==> config.mk <==
export PLATFORM = sky130hd
export DESIGN_NAME = ram_arbiter
export DESIGN_NICKNAME = d
export VERILOG_FILES = /design/src/rtl/ram_arb_pkg.sv /design/src/rtl/rr_grant2.sv /design/src/rtl/ram_arbiter.sv
export SDC_FILE = /design/constraint.sdc
export NUM_CORES = 1
export LEC_CHECK = 0
export ABC_AREA = 1
export CAP_MARGIN = 20
export CORE_MARGIN = 3
export CORE_UTILIZATION = 25
export DETAILED_ROUTE_END_ITERATION = 10
export PLACE_DENSITY = 0.87
export SKIP_CTS_REPAIR_TIMING = 1
export SLEW_MARGIN = 10
export SYNTH_ARGS = -nofsm -noshare
export SYNTH_HDL_FRONTEND = slang
export SYNTH_SLANG_ARGS = --single-unit
==> constraint.sdc <==
create_clock -name clk -period 2.8 [get_ports clk]
set_input_delay 0.28 -clock clk [delete_from_list [all_inputs] [get_ports clk]]
set_output_delay 0.28 -clock clk [all_outputs]
set_load 0.01 [all_outputs]
==> src/rtl/ram_arb_pkg.sv <==
// Shared types and defaults for the two-requester RAM arbiter.
// Build option: RAM_ARB_FIXED_PRIO_EN selects fixed priority (requester 0) instead of round-robin.
package ram_arb_pkg;

    localparam int unsigned DATA_WIDTH_DEF = 32;
    localparam int unsigned ADDR_WIDTH_DEF = 7;

    typedef enum logic [1:0] {
        ARB   = 2'd0,
        LOCK0 = 2'd1,
        LOCK1 = 2'd2
    } arb_state_e;

    typedef logic req_id_t;

    localparam req_id_t REQ0 = 1'b0;
    localparam req_id_t REQ1 = 1'b1;

endpackage

==> src/rtl/rr_grant2.sv <==
// Two-input combinational grant: picks among eligible valid requesters, breaking ties
// against the last granted requester.
module rr_grant2
    import ram_arb_pkg::*;
(
    input  logic [1:0] valid,
    input  logic [1:0] elig,
    input  req_id_t    last_grant,
    output logic [1:0] gnt_c,
    output req_id_t    gnt_id_c
);

    logic [1:0] cand;

    always_comb begin
        cand     = valid & elig;
        gnt_c    = 2'b00;
        gnt_id_c = REQ0;
        unique case (cand)
            2'b01: gnt_c = 2'b01;
            2'b10: begin
                gnt_c    = 2'b10;
                gnt_id_c = REQ1;
            end
            2'b11: begin
                if (last_grant == REQ1) begin
                    gnt_c = 2'b01;
                end else begin
                    gnt_c    = 2'b10;
                    gnt_id_c = REQ1;
                end
            end
            default: ;
        endcase
    end

endmodule

==> src/rtl/ram_arbiter.sv <==
// Arbiter/sequencer in front of a single-port synchronous RAM with two valid/ready clients.
// Build option: RAM_ARB_FIXED_PRIO_EN gives requester 0 fixed priority on ties (no last_grant state).
module ram_arbiter
    import ram_arb_pkg::*;
#(
    parameter int unsigned DATA_WIDTH = DATA_WIDTH_DEF,
    parameter int unsigned ADDR_WIDTH = ADDR_WIDTH_DEF,
    parameter int unsigned MAX_BURST  = 8
) (
    input  logic                  clk,
    input  logic                  reset,

    input  logic                  req0_valid,
    output logic                  req0_ready,
    input  logic                  req0_we,
    input  logic [ADDR_WIDTH-1:0] req0_addr,
    input  logic [DATA_WIDTH-1:0] req0_wdata,
    input  logic                  req0_lock,

    input  logic                  req1_valid,
    output logic                  req1_ready,
    input  logic                  req1_we,
    input  logic [ADDR_WIDTH-1:0] req1_addr,
    input  logic [DATA_WIDTH-1:0] req1_wdata,
    input  logic                  req1_lock,

    output logic                  rsp0_valid,
    output logic                  rsp1_valid,
    output logic [DATA_WIDTH-1:0] rsp_rdata,

    output logic                  mem_we,
    output logic [ADDR_WIDTH-1:0] mem_address,
    output logic [DATA_WIDTH-1:0] mem_d,
    input  logic [DATA_WIDTH-1:0] mem_q
);

    localparam int unsigned    CNT_W   = $clog2(MAX_BURST + 1);
    localparam logic [CNT_W-1:0] CNT_MAX = CNT_W'(MAX_BURST);
    localparam bit             LOCK_EN = (MAX_BURST > 1);

    arb_state_e       state, state_nxt;
    logic [CNT_W-1:0] burst_cnt, burst_cnt_nxt;
    logic [1:0]       elig;
    logic [1:0]       gnt;
    req_id_t          gnt_id;
    req_id_t          arb_last;
    logic             gnt_lock;

    // Only the lock owner may be granted while a burst is open.
    always_comb begin
        elig = 2'b11;
        case (state)
            LOCK0:   elig = 2'b01;
            LOCK1:   elig = 2'b10;
            default: elig = 2'b11;
        endcase
    end

`ifdef RAM_ARB_FIXED_PRIO_EN
    // Pretending requester 1 went last makes requester 0 win every tie.
    assign arb_last = REQ1;
`else
    req_id_t last_grant, last_grant_nxt;

    always_comb begin
        last_grant_nxt = last_grant;
        if (|gnt) begin
            last_grant_nxt = gnt_id;
        end
    end

    always_ff @(posedge clk or posedge reset) begin
        if (reset) begin
            last_grant <= REQ1;
        end else begin
            last_grant <= last_grant_nxt;
        end
    end

    assign arb_last = last_grant;
`endif

    rr_grant2 u_grant (
        .valid      ({req1_valid, req0_valid}),
        .elig       (elig),
        .last_grant (arb_last),
        .gnt_c      (gnt),
        .gnt_id_c   (gnt_id)
    );

    always_ff @(posedge clk or posedge reset) begin
        if (reset) begin
            state     <= ARB;
            burst_cnt <= '0;
        end else begin
            state     <= state_nxt;
            burst_cnt <= burst_cnt_nxt;
        end
    end

    // Burst sequencing: enter on a locked beat, leave on unlock, cap or owner going idle.
    always_comb begin
        state_nxt     = state;
        burst_cnt_nxt = burst_cnt;
        gnt_lock      = (gnt_id == REQ1) ? req1_lock : req0_lock;
        case (state)
            ARB: begin
                if ((|gnt) && gnt_lock && LOCK_EN) begin
                    state_nxt     = (gnt_id == REQ1) ? LOCK1 : LOCK0;
                    burst_cnt_nxt = CNT_W'(1);
                end
            end
            LOCK0, LOCK1: begin
                if (!(|gnt)) begin
                    state_nxt     = ARB;
                    burst_cnt_nxt = '0;
                end else if (!gnt_lock || (burst_cnt + CNT_W'(1)) == CNT_MAX) begin
                    state_nxt     = ARB;
                    burst_cnt_nxt = '0;
                end else begin
                    burst_cnt_nxt = burst_cnt + CNT_W'(1);
                end
            end
            default: begin
                state_nxt     = ARB;
                burst_cnt_nxt = '0;
            end
        endcase
    end

    assign req0_ready = gnt[0];
    assign req1_ready = gnt[1];

    // RAM pins follow the winner in the grant cycle; idle pins are held at zero.
    always_comb begin
        mem_we      = 1'b0;
        mem_address = '0;
        mem_d       = '0;
        if (gnt[0]) begin
            mem_we      = req0_we;
            mem_address = req0_addr;
            mem_d       = req0_wdata;
        end else if (gnt[1]) begin
            mem_we      = req1_we;
            mem_address = req1_addr;
            mem_d       = req1_wdata;
        end
    end

    always_ff @(posedge clk or posedge reset) begin
        if (reset) begin
            rsp0_valid <= 1'b0;
            rsp1_valid <= 1'b0;
        end else begin
            rsp0_valid <= gnt[0] & ~req0_we;
            rsp1_valid <= gnt[1] & ~req1_we;
        end
    end

    // RAM output is already registered, so read data passes straight through in the response cycle.
    assign rsp_rdata = (rsp0_valid | rsp1_valid) ? mem_q : '0;

    a_one_grant: assert property (@(posedge clk) disable iff (reset)
        $onehot0({req1_ready, req0_ready}));
    a_rdy0_valid: assert property (@(posedge clk) disable iff (reset) req0_ready |-> req0_valid);
    a_rdy1_valid: assert property (@(posedge clk) disable iff (reset) req1_ready |-> req1_valid);
    a_cnt_bound: assert property (@(posedge clk) disable iff (reset) burst_cnt <= CNT_MAX);

endmodule

==> qor.json, run 1 <==
{
  "place": {
    "preCtsSetupSlack_ns": 0.460,
    "port-buffer-count": 193,
    "gpl.final_weighted_congestion": 0.862,
    "place.detailed.hpwl_um": 5800,
    "dpl.cell_count": 445
  },
  "sta": {
    "finalSetupViolCount": 0,
    "final_hold_viol_count": 0,
    "max_slew.worst_pin.slew_ns": 0.356,
    "fin_worst_skew_ns": 0.00886,
    "setup_slack_ns": 0.299,
    "unrepaired_setup_endpoints_after_global_routing": "no",
    "timing.final.crit_period_ns": 2.50,
    "timing.final.max_slew_violations": 0,
    "final.period_utilization_pct": 89.3,
    "slew_headroom_pct": 76.3,
    "maxClockFrequency_mhz": 400,
    "total_negative_slack_ns": 0
  },
  "finish": {
    "commonest_non_fill_non_tap_cells_in_the_layout": "sky130_fd_sc_hd__clkdlybuf4s50_1 (193), sky130_fd_sc_hd__inv_1 (44), sky130_fd_sc_hd__a22o_1 (40)",
    "final-instance-count-excl-fill": 449,
    "insertedDiodeCount": 0,
    "drive_above_1_share_pct": 6.28,
    "most_common_cell_after_layout_fill_and_taps_aside": "sky130_fd_sc_hd__clkdlybuf4s50_1",
    "nets": 506,
    "area_delta_synth_final_pct": 161
  },
  "critical_path": {
    "worst_ep_arrival_time_ns": 2.22,
    "timing.critical_path.buf_inv": 4,
    "cpMaxStageDelayCell": "sky130_fd_sc_hd__clkdlybuf4s50_1",
    "crit_path_cell_trace": "inv_1 > ha_1 > nor2_2 > nand2_2 > inv_2 > buf_12 > a22o_1 > clkdlybuf4s50_1",
    "cp-end-kind": "output port",
    "timing.setup.critical_path_class": "reg -> out",
    "timing.critical_path.max_delay_family": "buffers and inverters",
    "critical_path.startpoint_type": "register",
    "slowest_delay_ns": 0.60,
    "worst_ep_required_time_ns": 2.52,
    "timing.critical_path.fanout_max": 40
  },
  "yosys": {
    "netlist_area_um2": 1270,
    "synth_nets": 316,
    "yosys.area_share.simple_pct": 26.0,
    "synth_area_leaders": "sky130_fd_sc_hd__a22o_1 (28%), sky130_fd_sc_hd__dfrtp_1 (16%), sky130_fd_sc_hd__inv_1 (13%)",
    "combinational_family_with_the_most_area_after_synthesis": "compound AO/OA/AOI/OAI gates",
    "synth-xor-area-share_pct": 0,
    "synth_cells": 193,
    "synth_mux_area_share_pct": 0,
    "ys_seq_elements": 9,
    "synth-adder-area-share_pct": 4.94,
    "synth.yosys.warnings": 0,
    "yosys.area.top_type_share_pct": 27.7,
    "avgSynthCellArea_um2": 6.56,
    "synth_compound_area_share_pct": 31.2,
    "synth_top_area_cell": "sky130_fd_sc_hd__a22o_1",
    "synth_cell_type_count": 24,
    "synth-seq-area-share_pct": 17.9
  },
  "run_status": {
    "run_status": "complete, no violations"
  },
  "global_routing": {
    "grt_pass1_wl_um": 10000,
    "first_global_vias": 1868,
    "grt_util_all_layers_pct": 21.2,
    "maximum_number_of_pins_on_one_net_before_global_route_repair": 42,
    "globalRoute.totalOverflow": 0,
    "antenna_found_initial": 0
  },
  "detailed_routing": {
    "via_count": 1947,
    "vias_per_cell": 4.34,
    "dr.pass1.iters": 4,
    "drcViolationCount": 0,
    "drt_first_iter_violations": 81,
    "wire_per_inst_um": 15.1,
    "detail_route.wirelength_um": 6790,
    "drtAntennaViolNets": 0
  },
  "pwr": {
    "combPwrFrac_pct": 80.6,
    "power.switching_fraction_pct": 40.7,
    "clk_network_pwr_share_pct": 8.3,
    "total_switching_power_mw": 0.773,
    "cellLeakagePower_nw": 1.52,
    "internal_power_mw": 1.12,
    "ir_drop_mv": 0.495,
    "sequential_power_share_pct": 11.1,
    "p_per_area_nw_per_um2": 574
  },
  "min_path": {
    "timing.hold.worst.class": "in -> async"
  },
  "floorplanning": {
    "die_h_um": 77.2,
    "ioPinCount": 194,
    "initial_utilization_pct": 26.3,
    "die_width_um": 77.2,
    "floorplan.rows": 25,
    "dieArea_um2": 5950,
    "core_region_area_um2": 4820
  },
  "clock_network": {
    "numCtsBuffers": 3,
    "clkTransAtPathRegs_ns": 0.05,
    "tritoncts": "done",
    "clockBufferDepth": 2,
    "cts_root_buf": "sky130_fd_sc_hd__clkbuf_8",
    "clock_insertion_delay_worst_skew_ns": 0.24,
    "numClockSinks": 9,
    "cts_max_level": 1
  },
  "run": {
    "maxCapViolations": 0
  }
}
## per-stage QoR
stage	utilization, %	power [mW]	cell area [um^2]	hold slack, ns
after floorplan	-	0.942	1270	0.107
after global placement	67.7	1.72	3260	0.490
after detailed placement	67.7	1.74	3260	0.499
after CTS	68.6	1.91	3310	0.328
after global routing	68.6	2.01	3310	0.347
final	68.6	1.90	3310	0.312
## state kept, by name, indices dropped and copies added (netlist names)
signal and flops:
state 2, burst_cnt 4, rsp1_valid 1, rsp0_valid 1
arb_last 1
## power by group through the flow
stage	sequential (mW)	clock (mW)	combinational [mW]
global route	0.217	0.163	1.63
floorplan	0.206	0	0.736
global placement	0.211	0	1.51
finish	0.211	0.157	1.53
detailed placement	0.213	0	1.53
CTS	0.211	0.160	1.54
## worst paths after layout
| path | end | slack (ns) | depth (start not counted) | start |
|---|---|---|---|---|
| max | mem_d[22] | 0.30 | 8 | state[1]$_DFFE_PP0P_ |
| min | burst_cnt[0]$_DFFE_PP0P_ | 0.31 | 2 | reset |
| max reg2reg | burst_cnt[2]$_DFFE_PP0P_ | 1.27 | 12 | state[0]$_DFFE_PP0P_ |
| min reg2reg | burst_cnt[3]$_DFFE_PP0P_ | 0.51 | 2 | burst_cnt[3]$_DFFE_PP0P_ |
| max in group asynchronous | arb_last$_DFFE_PP1N_ | 2.19 | 2 | reset |
| min in group clk | burst_cnt[3]$_DFFE_PP0P_ | 0.51 | 2 | burst_cnt[3]$_DFFE_PP0P_ |
## final cells by class
| class | count | area, um^2 |
|---|---|---|
| clock buffers | 3 | 41.3 |
| clock inverters | 1 | 5.00 |
| fillers | 420 | 1510 |
| inverters | 48 | 180 |
| multi-input cells | 125 | 790 |
| flip-flops and latches | 9 | 226 |
| well taps | 67 | 83.8 |
| repair buffers | 196 | 1980 |
## routing by layer
| metal | track usage [%] | wire length [um] | vias to the layer above |
|---|---|---|---|
| met5 | 0 | 0 | - |
| li1 | - | - | 1002 |
| met4 | 4.09 | 106 | 0 |
| met2 | 40.0 | 3570 | 89 |
| met1 | 23.0 | 2550 | 846 |
| met3 | 6.81 | 555 | 10 |
## synth_stat cells
library cell and instances:
sky130_fd_sc_hd__nand2_2 5, sky130_fd_sc_hd__o21ai_2 1, sky130_fd_sc_hd__nor2_2 2, sky130_fd_sc_hd__nand3_1 6, sky130_fd_sc_hd__ha_1 5, sky130_fd_sc_hd__inv_1 44
sky130_fd_sc_hd__o21ai_0 2, sky130_fd_sc_hd__buf_2 4, sky130_fd_sc_hd__a21oi_1 1, sky130_fd_sc_hd__dfrtp_1 8, sky130_fd_sc_hd__buf_4 1, sky130_fd_sc_hd__nor2_1 37
sky130_fd_sc_hd__nand3_2 1, sky130_fd_sc_hd__nand2_1 18, sky130_fd_sc_hd__o21ai_1 1, sky130_fd_sc_hd__dfstp_2 1, sky130_fd_sc_hd__inv_2 4, sky130_fd_sc_hd__buf_6 3
sky130_fd_sc_hd__nand2_4 1, sky130_fd_sc_hd__nand4_1 2, sky130_fd_sc_hd__a22o_1 40, sky130_fd_sc_hd__nand3b_1 2, sky130_fd_sc_hd__clkbuf_1 3, sky130_fd_sc_hd__a21oi_4 1
## logic make-up (layout without fill, tap and decap cells)
logic type	count (synthesis)	count (layout)
adder cells (fa/ha/maj)	5	5
AND/OR/NAND/NOR	74	74
flip-flops	9	9
buffers and inverters	59	248
AO/OA/AOI/OAI	46	46
## worst reg2reg max path, cell delays in order (launching register included)
cell	delay, ns
sky130_fd_sc_hd__dfrtp_1	0.39
sky130_fd_sc_hd__inv_1	0.08
sky130_fd_sc_hd__ha_1	0.20
sky130_fd_sc_hd__inv_2	0.05
sky130_fd_sc_hd__nand2_1	0.04
sky130_fd_sc_hd__inv_1	0.07
sky130_fd_sc_hd__nand2_2	0.08
sky130_fd_sc_hd__nand2_2	0.10
sky130_fd_sc_hd__nand2_2	0.09
sky130_fd_sc_hd__nand2_2	0.11
sky130_fd_sc_hd__inv_2	0.07
sky130_fd_sc_hd__nand2_1	0.08
sky130_fd_sc_hd__o21ai_2	0.05
Note: power is estimated with default switching activity, not from simulation.
==> run 2: changes to the inputs <==
- CORE_UTILIZATION: 25 -> 27
- PLACE_DENSITY: 0.87 -> 0.89
- SYNTH_HIERARCHICAL: not set -> 1
==> run 2 against run 1 <==
Compared with the run above:
- design area rose by 4.2%
- register-to-register slack got worse by 0.37 ns
- utilization rose by 2.4 points
- non-clock buffer count is 2 higher
- power increased by 8.1%
- clock skew down 0.0039 ns
- largest power group unchanged
- highest routed layer unchanged
==> qor.json, run 2 <==
{
  "yosys": {
    "most_repeated_cell_in_the_gate_level_netlist_after_synthesis": "sky130_fd_sc_hd__nand2_1",
    "synth_cells": 284,
    "ys_seq_elements": 9,
    "avgSynthCellArea_um2": 4.90,
    "synth-seq-area-share_pct": 16.3,
    "number_of_enable_flip_flop_cells_after_synthesis": 0,
    "synth_nets": 408,
    "netlist_area_um2": 1390,
    "synth_area_leaders": "sky130_fd_sc_hd__nand2_1 (28%), sky130_fd_sc_hd__nand3_1 (17%), sky130_fd_sc_hd__dfrtp_1 (14%)",
    "synth_cell_type_count": 16,
    "share_of_flip_flops_with_an_asynchronous_set_or_reset_after_synthesis_pct": 100,
    "synth_top_area_cell": "sky130_fd_sc_hd__nand2_1",
    "post_synth_most_frequent_cells": "sky130_fd_sc_hd__nand2_1 (103), sky130_fd_sc_hd__inv_1 (47), sky130_fd_sc_hd__nand3_1 (47)",
    "synth.yosys.warnings": 6,
    "synth-main-ff-cell": "sky130_fd_sc_hd__dfrtp_1",
    "yosys.area.top_type_share_pct": 27.8
  },
  "global_routing": {
    "antenna_found_initial": 0,
    "globalRoute.totalOverflow": 0,
    "grt_pass1_wl_um": 10900,
    "maximum_number_of_pins_on_one_net_before_global_route_repair": 41,
    "grt_util_all_layers_pct": 22.2,
    "first_global_vias": 2293
  },
  "min_path": {
    "timing.hold.worst.class": "in -> async"
  },
  "finish": {
    "nets": 595,
    "most_common_cell_after_layout_fill_and_taps_aside": "sky130_fd_sc_hd__clkdlybuf4s50_1",
    "drive_above_1_share_pct": 4.04,
    "largest_register_ff_count": 4,
    "commonest_non_fill_non_tap_cells_in_the_layout": "sky130_fd_sc_hd__clkdlybuf4s50_1 (193), sky130_fd_sc_hd__nand2_1 (103), sky130_fd_sc_hd__inv_1 (47), sky130_fd_sc_hd__nand3_1 (47), sky130_fd_sc_hd__nor2_1 (39)",
    "insertedDiodeCount": 0,
    "registers.top_by_ff_count": "burst_cnt",
    "layout_top_registers": "burst_cnt (4), state (2)",
    "area_delta_synth_final_pct": 147
  },
  "critical_path": {
    "timing.setup.critical_path_class": "reg -> out",
    "critical_path.startpoint_type": "register",
    "timing.critical_path.fanout_max": 40,
    "worst_ep_arrival_time_ns": 2.33,
    "worst-r2r-setup-slack_ns": 0.90,
    "worst_ep_required_time_ns": 2.52,
    "cp-end-kind": "output port"
  },
  "clock_network": {
    "tritoncts": "done",
    "clockBufferDepth": 2,
    "numCtsBuffers": 3,
    "cts_root_buf": "sky130_fd_sc_hd__clkbuf_8",
    "clock_insertion_delay_worst_skew_ns": 0.24,
    "cts_max_level": 1,
    "clkTransAtPathRegs_ns": 0.05,
    "numClockSinks": 9
  },
  "detailed_routing": {
    "drtAntennaViolNets": 0,
    "vias_per_cell": 4.40,
    "drcViolationCount": 0,
    "dr.pass1.iters": 4,
    "drt_first_iter_violations": 78,
    "wire_per_inst_um": 12.8,
    "via_count": 2365,
    "detail_route.wirelength_um": 6850
  },
  "run_status": {
    "run_status": "complete, no violations"
  },
  "sta": {
    "timing.final.max_slew_violations": 0,
    "setup_slack_ns": 0.187,
    "final.period_utilization_pct": 93.3,
    "max_slew.worst_pin.slew_ns": 0.370,
    "timing.final.crit_period_ns": 2.61,
    "unrepaired_setup_endpoints_after_global_routing": "no",
    "slew_headroom_pct": 75.3,
    "final_hold_viol_count": 0,
    "fin_worst_skew_ns": 0.00494,
    "maxClockFrequency_mhz": 383,
    "total_negative_slack_ns": 0,
    "finalSetupViolCount": 0
  },
  "place": {
    "port-buffer-count": 193,
    "preCtsSetupSlack_ns": 0.386,
    "gpl.final_weighted_congestion": 0.831,
    "place.detailed.hpwl_um": 5920
  },
  "floorplanning": {
    "die_width_um": 77.8,
    "core_region_area_um2": 4850,
    "floorplan.rows": 25,
    "dieArea_um2": 6060,
    "die_h_um": 77.8,
    "initial_utilization_pct": 28.7,
    "ioPinCount": 194
  },
  "run": {
    "maxCapViolations": 0
  },
  "pwr": {
    "ir_drop_mv": 0.459,
    "p_per_area_nw_per_um2": 595,
    "cellLeakagePower_nw": 1.70
  }
}
run 2: cell types whose count changed after synthesis, sizes merged, moves of 4 or more:
cell | previous run | this run
clkbuf | 3 | 13
nand2 | 24 | 106
a22o | 40 | 0
inv | 48 | 52
nand3 | 7 | 47
buf | 8 | 3
run 2: logic make-up (layout without fill, tap and decap cells):
kind of cell / after synthesis / in the layout / synth area share (%)
AND/OR/NAND/NOR: 195 / 195 / 57.5
adder cells (fa/ha/maj): 6 / 6 / 5.39
flip-flops: 9 / 9 / 16.3
buffers and inverters: 68 / 254 / 18.7
AO/OA/AOI/OAI: 6 / 6 / 2.16
run 2: final timing paths:
check / from / to / cells after the start
hold / removal: reset / burst_cnt[2]$_DFFE_PP0P_ / 2
min in group clk: arb_last$_DFFE_PP1N_ / arb_last$_DFFE_PP1N_ / 2
setup / recovery: state[0]$_DFFE_PP0P_ / mem_d[3] / 9
max in group asynchronous: reset / arb_last$_DFFE_PP1N_ / 2
hold reg to reg: arb_last$_DFFE_PP1N_ / arb_last$_DFFE_PP1N_ / 2
setup reg to reg: state[1]$_DFFE_PP0P_ / state[0]$_DFFE_PP0P_ / 16
run 2: layer usage:
metal	global-route usage (%)	wire (um)	up-vias
li1	-	-	1212
met5	0	0	-
met2	41.3	3490	136
met1	22.9	2410	1006
met3	8.00	821	11
met4	6.58	133	0
run 2: area by class of cell:
class	instances	area [um^2]
Timing Repair Buffer	198	1980
Fill cell	393	1410
Multi-Input combinational cell	207	911
Sequential cell	9	226
Inverter	52	195
Tap cell	67	83.8
Clock buffer	4	45.0
run 2: through the flow:
step	power, mW	cells	cell area [um^2]	hold slack [ns]	utilization (%)
after global placement	1.87	533	3400	0.502	70.1
final	2.05	537	3440	0.306	71.0
after detailed placement	1.91	533	3400	0.517	70.1
after CTS	2.07	537	3440	0.310	71.0
after floorplan	1.01	284	1390	0.107	-
after global routing	2.24	537	3440	0.340	71.0
run 2: report_power, final:
part | internal, mW | switching, mW
clock network | 0.0991 | 0.0511
registers | 0.177 | 0.0497
logic | 0.846 | 0.826
run 2: worst max-delay path, cell delays in order, from the launching register on:
cell,delay (ns)
sky130_fd_sc_hd__dfrtp_1,0.41
sky130_fd_sc_hd__inv_1,0.09
sky130_fd_sc_hd__ha_1,0.19
sky130_fd_sc_hd__inv_1,0.06
sky130_fd_sc_hd__nand2_1,0.06
sky130_fd_sc_hd__nor2_2,0.13
sky130_fd_sc_hd__buf_4,0.36
sky130_fd_sc_hd__nand2_1,0.12
sky130_fd_sc_hd__nand2_1,0.12
sky130_fd_sc_hd__clkdlybuf4s50_1,0.54
==> run 3: changes to the inputs <==
- CAP_MARGIN: 20 -> 30
==> results of run 3 <==
The final DEF is identical to that of run 2; final timing and power are the same.
